<file path="config.mk">
export PLATFORM = sky130hd
export DESIGN_NAME = ram_arbiter_flat
export DESIGN_NICKNAME = d
export VERILOG_FILES = /design/src/rtl/ram_arbiter_if.sv /design/src/rtl/ram_arbiter.sv /design/src/flat_wrapper.sv
export SDC_FILE = /design/constraint.sdc
export NUM_CORES = 1
export LEC_CHECK = 0
export ABC_AREA = 0
export BUFFER_PORTS_ARGS = -buffer_cell sky130_fd_sc_hd__buf_2
export CAP_MARGIN = 20
export CORE_ASPECT_RATIO = 0.8
export CORE_MARGIN = 5
export CORE_UTILIZATION = 32
export CTS_CLUSTER_DIAMETER = 30
export DETAILED_ROUTE_END_ITERATION = 10
export PLACE_DENSITY = 0.85
export SLEW_MARGIN = 0
export SYNTH_ARGS = -nofsm -noshare
export SYNTH_HDL_FRONTEND = slang
export SYNTH_SLANG_ARGS = --single-unit
</file>
<file path="constraint.sdc">
create_clock -name clk -period 2.8 [get_ports clk]
set_input_delay 0.84 -clock clk [delete_from_list [all_inputs] [get_ports clk]]
set_output_delay 0.84 -clock clk [all_outputs]
set_load 0.05 [all_outputs]
</file>
<file path="src/rtl/ram_arbiter_if.sv">
// rtl/ram_arbiter_if.sv - shared types and request/response bundle between the rv32i core and the RAM arbiter
package ram_arbiter_pkg;
  typedef enum logic {
    MEM_LOAD  = 1'b0,
    MEM_STORE = 1'b1
  } mem_op_e;

  typedef enum logic [1:0] {
    RAM_MASK_B = 2'd0,
    RAM_MASK_H = 2'd1,
    RAM_MASK_W = 2'd2
  } ram_mask_e;
endpackage

interface ram_arbiter_if;
  import ram_arbiter_pkg::*;

  logic        i_req_valid;
  logic        i_req_ready;
  logic [31:0] i_req_addr;

  logic        d_req_valid;
  logic        d_req_ready;
  logic [31:0] d_req_addr;
  logic [31:0] d_req_wdata;
  logic        d_req_we;
  ram_mask_e   d_req_mask;

  logic        i_rsp_valid;
  logic        d_rsp_valid;
  logic [31:0] rsp_rdata;
  logic        rsp_err;

  modport master (
    output i_req_valid, i_req_addr,
    output d_req_valid, d_req_addr, d_req_wdata, d_req_we, d_req_mask,
    input  i_req_ready, d_req_ready,
    input  i_rsp_valid, d_rsp_valid, rsp_rdata, rsp_err
  );

  modport slave (
    input  i_req_valid, i_req_addr,
    input  d_req_valid, d_req_addr, d_req_wdata, d_req_we, d_req_mask,
    output i_req_ready, d_req_ready,
    output i_rsp_valid, d_rsp_valid, rsp_rdata, rsp_err
  );
endinterface

</file>
<file path="src/rtl/ram_arbiter.sv">
// rtl/ram_arbiter.sv - single-port data RAM arbiter between instruction fetch and load/store
// Data wins by default; a burst counter hands the port to a waiting fetch after MAX_DATA_BURST data grants.
module ram_arbiter
  import ram_arbiter_pkg::*;
#(
  parameter int ADDR_LENGTH    = 10,
  parameter int MAX_DATA_BURST = 4
) (
  input  logic         clk,
  input  logic         rst_n,
  ram_arbiter_if.slave bus,
  output logic [31:0]  ram_addr,
  output logic [31:0]  ram_wdata,
  output mem_op_e      ram_mem_op,
  output ram_mask_e    ram_mask,
  input  logic [31:0]  ram_rdata
);

  localparam logic [3:0]  MAX_BURST = 4'(MAX_DATA_BURST);
  localparam logic [31:0] HI_MASK   = ~((32'd1 << ADDR_LENGTH) - 32'd1);

  logic [3:0]  burst_q, burst_d;
  logic        i_rsp_valid_q, i_rsp_valid_d;
  logic        d_rsp_valid_q, d_rsp_valid_d;
  logic [31:0] rsp_rdata_q, rsp_rdata_d;
  logic        rsp_err_q, rsp_err_d;

  logic        grant_d, grant_i, granted, legal, go, is_store;
  logic [31:0] sel_addr;
  ram_mask_e   sel_mask;
  logic [31:0] rdata_ext;

  always_comb begin
    grant_d  = 1'b0;
    grant_i  = 1'b0;
    sel_addr = 32'd0;
    sel_mask = RAM_MASK_W;
    legal    = 1'b0;

    // Readys are gated by reset so nothing can be granted, least of all a store.
    if (rst_n) begin
      grant_d = bus.d_req_valid && !(bus.i_req_valid && burst_q == MAX_BURST);
      grant_i = bus.i_req_valid && !grant_d;
    end
    granted = grant_d || grant_i;

    if (grant_d) begin
      sel_addr = bus.d_req_addr;
      sel_mask = bus.d_req_mask;
    end else begin
      sel_addr = bus.i_req_addr;
      sel_mask = RAM_MASK_W;
    end

    legal = ((sel_addr & HI_MASK) == 32'd0)
         && !(sel_mask == RAM_MASK_H && sel_addr[0])
         && !(sel_mask == RAM_MASK_W && sel_addr[1:0] != 2'b00);
    go       = granted && legal;
    is_store = grant_d && bus.d_req_we;

    bus.d_req_ready = grant_d;
    bus.i_req_ready = grant_i;

    ram_addr   = go ? sel_addr : 32'd0;
    ram_mask   = go ? sel_mask : RAM_MASK_W;
    ram_mem_op = (go && is_store) ? MEM_STORE : MEM_LOAD;
    ram_wdata  = bus.d_req_wdata;

    case (sel_mask)
      RAM_MASK_B: rdata_ext = {24'd0, ram_rdata[7:0]};
      RAM_MASK_H: rdata_ext = {16'd0, ram_rdata[15:0]};
      default:    rdata_ext = ram_rdata;
    endcase

    i_rsp_valid_d = grant_i;
    d_rsp_valid_d = grant_d;
    rsp_err_d     = granted && !legal;
    rsp_rdata_d   = (go && !is_store) ? rdata_ext : 32'd0;

    // Fairness window only counts while a fetch is actually waiting.
    burst_d = burst_q;
    if (!bus.i_req_valid || grant_i) begin
      burst_d = 4'd0;
    end else if (grant_d && burst_q != MAX_BURST) begin
      burst_d = burst_q + 4'd1;
    end
  end

  always_ff @(posedge clk) begin
    if (!rst_n) begin
      burst_q       <= 4'd0;
      i_rsp_valid_q <= 1'b0;
      d_rsp_valid_q <= 1'b0;
      rsp_rdata_q   <= 32'd0;
      rsp_err_q     <= 1'b0;
    end else begin
      burst_q       <= burst_d;
      i_rsp_valid_q <= i_rsp_valid_d;
      d_rsp_valid_q <= d_rsp_valid_d;
      rsp_rdata_q   <= rsp_rdata_d;
      rsp_err_q     <= rsp_err_d;
    end
  end

  assign bus.i_rsp_valid = i_rsp_valid_q;
  assign bus.d_rsp_valid = d_rsp_valid_q;
  assign bus.rsp_rdata   = rsp_rdata_q;
  assign bus.rsp_err     = rsp_err_q;

endmodule

</file>
<file path="src/flat_wrapper.sv">
// flat-port wrapper written by rule: the top's interface ports become plain ports
module ram_arbiter_flat import ram_arbiter_pkg::*;
#(
  parameter int ADDR_LENGTH    = 10,
  parameter int MAX_DATA_BURST = 4
)
  (clk, rst_n, ram_addr, ram_wdata, ram_mem_op, ram_mask, ram_rdata, bus_i_req_valid, bus_i_req_addr, bus_d_req_valid, bus_d_req_addr, bus_d_req_wdata, bus_d_req_we, bus_d_req_mask, bus_i_req_ready, bus_d_req_ready, bus_i_rsp_valid, bus_d_rsp_valid, bus_rsp_rdata, bus_rsp_err);
  ram_arbiter_if bus_i ();
  input  logic clk;
  input  logic rst_n;
  output logic [31:0] ram_addr;
  output logic [31:0] ram_wdata;
  output mem_op_e ram_mem_op;
  output ram_mask_e ram_mask;
  input  logic [31:0] ram_rdata;
  input wire logic [$bits(bus_i.i_req_valid)-1:0] bus_i_req_valid;
  input wire logic [$bits(bus_i.i_req_addr)-1:0] bus_i_req_addr;
  input wire logic [$bits(bus_i.d_req_valid)-1:0] bus_d_req_valid;
  input wire logic [$bits(bus_i.d_req_addr)-1:0] bus_d_req_addr;
  input wire logic [$bits(bus_i.d_req_wdata)-1:0] bus_d_req_wdata;
  input wire logic [$bits(bus_i.d_req_we)-1:0] bus_d_req_we;
  input wire logic [$bits(bus_i.d_req_mask)-1:0] bus_d_req_mask;
  output wire logic [$bits(bus_i.i_req_ready)-1:0] bus_i_req_ready;
  output wire logic [$bits(bus_i.d_req_ready)-1:0] bus_d_req_ready;
  output wire logic [$bits(bus_i.i_rsp_valid)-1:0] bus_i_rsp_valid;
  output wire logic [$bits(bus_i.d_rsp_valid)-1:0] bus_d_rsp_valid;
  output wire logic [$bits(bus_i.rsp_rdata)-1:0] bus_rsp_rdata;
  output wire logic [$bits(bus_i.rsp_err)-1:0] bus_rsp_err;
  assign bus_i.i_req_valid = bus_i_req_valid;
  assign bus_i.i_req_addr = bus_i_req_addr;
  assign bus_i.d_req_valid = bus_d_req_valid;
  assign bus_i.d_req_addr = bus_d_req_addr;
  assign bus_i.d_req_wdata = bus_d_req_wdata;
  assign bus_i.d_req_we = bus_d_req_we;
  assign bus_i.d_req_mask = bus_d_req_mask;
  assign bus_i_req_ready = bus_i.i_req_ready;
  assign bus_d_req_ready = bus_i.d_req_ready;
  assign bus_i_rsp_valid = bus_i.i_rsp_valid;
  assign bus_d_rsp_valid = bus_i.d_rsp_valid;
  assign bus_rsp_rdata = bus_i.rsp_rdata;
  assign bus_rsp_err = bus_i.rsp_err;
  ram_arbiter #(.ADDR_LENGTH(ADDR_LENGTH), .MAX_DATA_BURST(MAX_DATA_BURST)) u_core (.clk(clk), .rst_n(rst_n), .bus(bus_i), .ram_addr(ram_addr), .ram_wdata(ram_wdata), .ram_mem_op(ram_mem_op), .ram_mask(ram_mask), .ram_rdata(ram_rdata));
endmodule
</file>
# Yosys cells after proc, flatten, opt, wreduce, memory -nomap -nowiden
# Cells that the tools add are included.
# op_classes
eq_ne,4
n_reduce_logical,27
addsub,1
n_mux,8
bitwise,1
# ops
op,count
$mux 32,2
$pmux 32 s2,1
$logic_not 32->1,1
$logic_and 1x1->1,13
$logic_not 1->1,7
$add 4x1->4 const B,1
$eq 4x3->1 const B,1
$mux 2,2
$ne 4x3->1 const B,1
$mux 1,3
$eq 2x1->1 const B,1
$eq 2x2->1 const B,1
$logic_not 2->1,1
$logic_or 1x1->1,2
$reduce_and 2->1,1
$reduce_bool 2->1,1
$reduce_or 2->1,1
$not 1->1,1
# totals
reg_bits,39
inputBits,135

# Depth between registers and ports, before layout
# depth
word_depth,14
depth_mapped,7
ltp_nobuf,7

# Least setup slack after synthesis
# Ideal clock, no wire load.
# synth_timing
kind,input to output
from,input bus_d_req_addr[17]
to,output ram_addr[2]
arrival_ns,2.619
required_ns,1.960
path_stages,5
slack_ns,-0.659
path_cell_list,or4_4 nor3_4 buf_6 nand4_1 a21oi_1
# synth_between
elab_chain_cells,6
# synth_lines
item,line,text
start: declaration,flat_wrapper.sv:19,input wire logic [$bits(bus_i.d_req_addr)-1:0] bus_d_req_addr;
$mux 32,ram_arbiter.sv:47,if (grant_d) begin
$logic_not 32->1,ram_arbiter.sv:55,legal = ((sel_addr & HI_MASK) == 32'd0)
$logic_and 1x1->1,ram_arbiter.sv:56,&& !(sel_mask == RAM_MASK_H && sel_addr[0])
$logic_and 1x1->1,ram_arbiter.sv:57,&& !(sel_mask == RAM_MASK_W && sel_addr[1:0] != 2'b00);
$logic_and 1x1->1,ram_arbiter.sv:58,go = granted && legal;
$mux 32,ram_arbiter.sv:64,ram_addr = go ? sel_addr : 32'd0;
end: declaration,flat_wrapper.sv:11,output logic [31:0] ram_addr;
# Every way passes these cells.

# Final worst setup path
# layout_timing
from,input bus_d_req_addr[17]
to,output ram_addr[1]
# Same word-level chain as after synthesis.

==> results.md <==
* Status: complete, but fails checks
* Failing checks: negative setup slack
* Starting density of the core at 32.5%
* Cells after Synth at 241
* 1st-iter DRT viols at 69
* Initial antenna violation count at 0
* Core Box Area at 6820 sq um
* Fin Clk Skew at 0.00873 ns
* Final setup margin at -0.312 ns
* Num CTS Buffers at 5
* Maximum vdd drop at 177 uV
* RSZ-0062 raised after global routing: yes
* HPWL after detailed placement at 6.13 mm
* Total wire length at 7.39 mm
* Fin. max-slew vios at 0
* Clock Sinks at 39
* Worst EP required at 1.96 ns
* Pin count of the biggest net entering global routing at 25
* Asr flop ratio synth at 0%
* YS warnings at 0
* Met1 Use GR at 17.2%
* Synthesized area at 2220 sq um
* Clk buf depth at 2
* DRC errors left at 0
* Remaining global-route overflow at 0
* H-tree levels at 2
* CP arrival at 2.27 ns
* CTS tree: yes
* Syn Area/Cell at 9.21 sq um
* Worst skew pair latency at 0.28 ns
* Sequential fraction of the synthesis area at 35.2%
* Maxcap violations at 0
* First-pass GRT wire length at 11.1 mm
* Final hold violation count at 0
* Crit. End Element: output pin
* Synth Register Bits at 39
* Vias in the first global route at 2234
* Root Driver: clkbuf_8
* Clock-pin slew on the worst setup and hold paths at 0.07 ns
* Die W at 103 um
* Leak at 1.57 nW
* Drt pass-1 iters at 4
* Busiest grt layer: met2
* GP Congestion at 0.737
* Die area at 8710 sq um
* Rows at 27
* Synth unique cells at 41
* Wire length per cell at 15.6 um
* Via total after detailed routing at 2204
* Nets@finish at 524
* Total power at 1.15 mW
* Tot GR Track Use at 15.9%
* Fin crit period at 3.11 ns
* IO Count at 239
* Routed Antenna Nets at 0
* ANT cells at 0
* PD cells at 348 nW/um^2
* Average vias per placed instance at 4.64
* Fraction of layout instances using a drive strength above 1 at 58.5%
* Fin crit share at 111%
* Most frequent cells in the layout: buf_2, dfxtp_1, buf_4
* GR Layer Usage met3 at 5.23%
* EDFF count, synth at 0
* Final setup viols at 13
* Fillers at 656
* # port buffers at 152
* Worst hold path type: reg -> reg
* Ys flop type: dfxtp_1
* Post-Place Worst Slack at -0.425 ns
* Layout Utilization at 48.3%
* Worst setup SP type: input pin
* Area grow syn2layout at 48.5%
* Most common cell after layout, fill and taps aside: buf_2
* Critical path class: in -> out
* Die H at 84.5 um
* CP Max Fanout at 4
* Peak Freq at 321 MHz
* Met2 Use GR at 29.8%
==> synthesized netlist by cell type (2+ instances only) <==
library cell  instances  area share [%]
a21boi_0             13             4.4
a21boi_1              2            0.68
a21boi_2              9             4.6
a21oi_1              20             4.5
and3_1                5             1.4
and4_1                2            0.79
buf_1                 2            0.34
buf_4                54              18
buf_6                 4             2.0
clkbuf_1              4            0.68
dfxtp_1              39              35
ha_1                  2             1.1
inv_1                 5            0.85
nand2_1              12             2.0
nand3_1               2            0.45
nand3b_1              2            0.68
nand4_1              18             5.1
nor2_1                2            0.34
nor3_1                3            0.68
nor3b_1               8             2.7
nor4_1                9             2.5
o21a_1                2            0.68
o21ai_0               2            0.45
or4_4                 3             1.5
==> stage by stage <==
step,hold slack (ns),std cells,area (sq um),TNS [ns]
2_1_floorplan,0.449,262,2410,-2.71
3_3_place_gp,0.478,463,3050,-5.04
3_5_place_dp,0.473,463,3050,-5.15
4_1_cts,0.493,473,3250,-3.90
5_1_grt,0.461,475,3300,-4.31
6_report,0.441,475,3300,-3.65
==> where the power goes <==
group | switching (mW) | internal (mW) | total, mW
combinational | 0.142 | 0.0943 | 0.236
sequential | 0.00130 | 0.557 | 0.559
clock | 0.179 | 0.175 | 0.353
total | 0.322 | 0.827 | 1.15
==> cells by family after synthesis <==
family / after synthesis / synth area share (%)
and+or+nand+nor: 79 / 25.1
buffers and inverters: 70 / 22.4
AOI/OAI and AO/OA: 50 / 16.0
DFF: 39 / 35.2
adders and majority gates: 2 / 1.13
other: 1 / 0.169
==> final cells by class <==
type                    count  area [sq um]  area share, %
clock inverters             1          5.00          0.152
repair buffers            182          1150           35.0
flip-flops and latches     39           783           23.8
inverters                   5          22.5          0.683
multi-input cells         154          1150           34.8
clock buffers               7          76.3           2.31
well taps                  87           109           3.30
==> state kept, by name, indices dropped and copies added, names as in the netlist <==
register,count
u_core.burst_q,4
u_core.bus.rsp_rdata,32
u_core.bus.i_rsp_valid,1
u_core.bus.rsp_err,1
u_core.bus.d_rsp_valid,1
==> what timing repair did <==
item | in CTS | in global routing
hold buffers | 0 | 0
endpoints found under the setup margin | 14 | 14
gates cloned | 0 | 1
resized for setup | 32 | 8
pin swaps | 3 | 13
setup buffers | 2 | 1
==> worst max-delay path, stage by stage <==
cell    delay, ns
buf_6        0.09
or4_4        0.53
nor3_4       0.15
buf_4        0.15
and3_4       0.20
and3_4       0.18
buf_8        0.14
==> path summary, 6_finish.rpt <==
check,start,end,slack [ns],depth (start not counted)
worst max-delay path,bus_d_req_addr[17],ram_addr[1],-0.31,7
worst min-delay path,u_core.burst_q[0],u_core.burst_q[0],0.44,1
worst max register to register,u_core.burst_q[0],u_core.bus.rsp_rdata[27],0.72,9
worst min register to register,u_core.burst_q[0],u_core.burst_q[0],0.44,1
==> per-layer routing <==
layer	part of all wire, %	vias to the layer above
met5	0	-
met4	0.84	0
met3	10	6
met2	54	120
met1	34	1004
li1	-	1074
No activity file was read; power rests on OpenSTA's default activity.
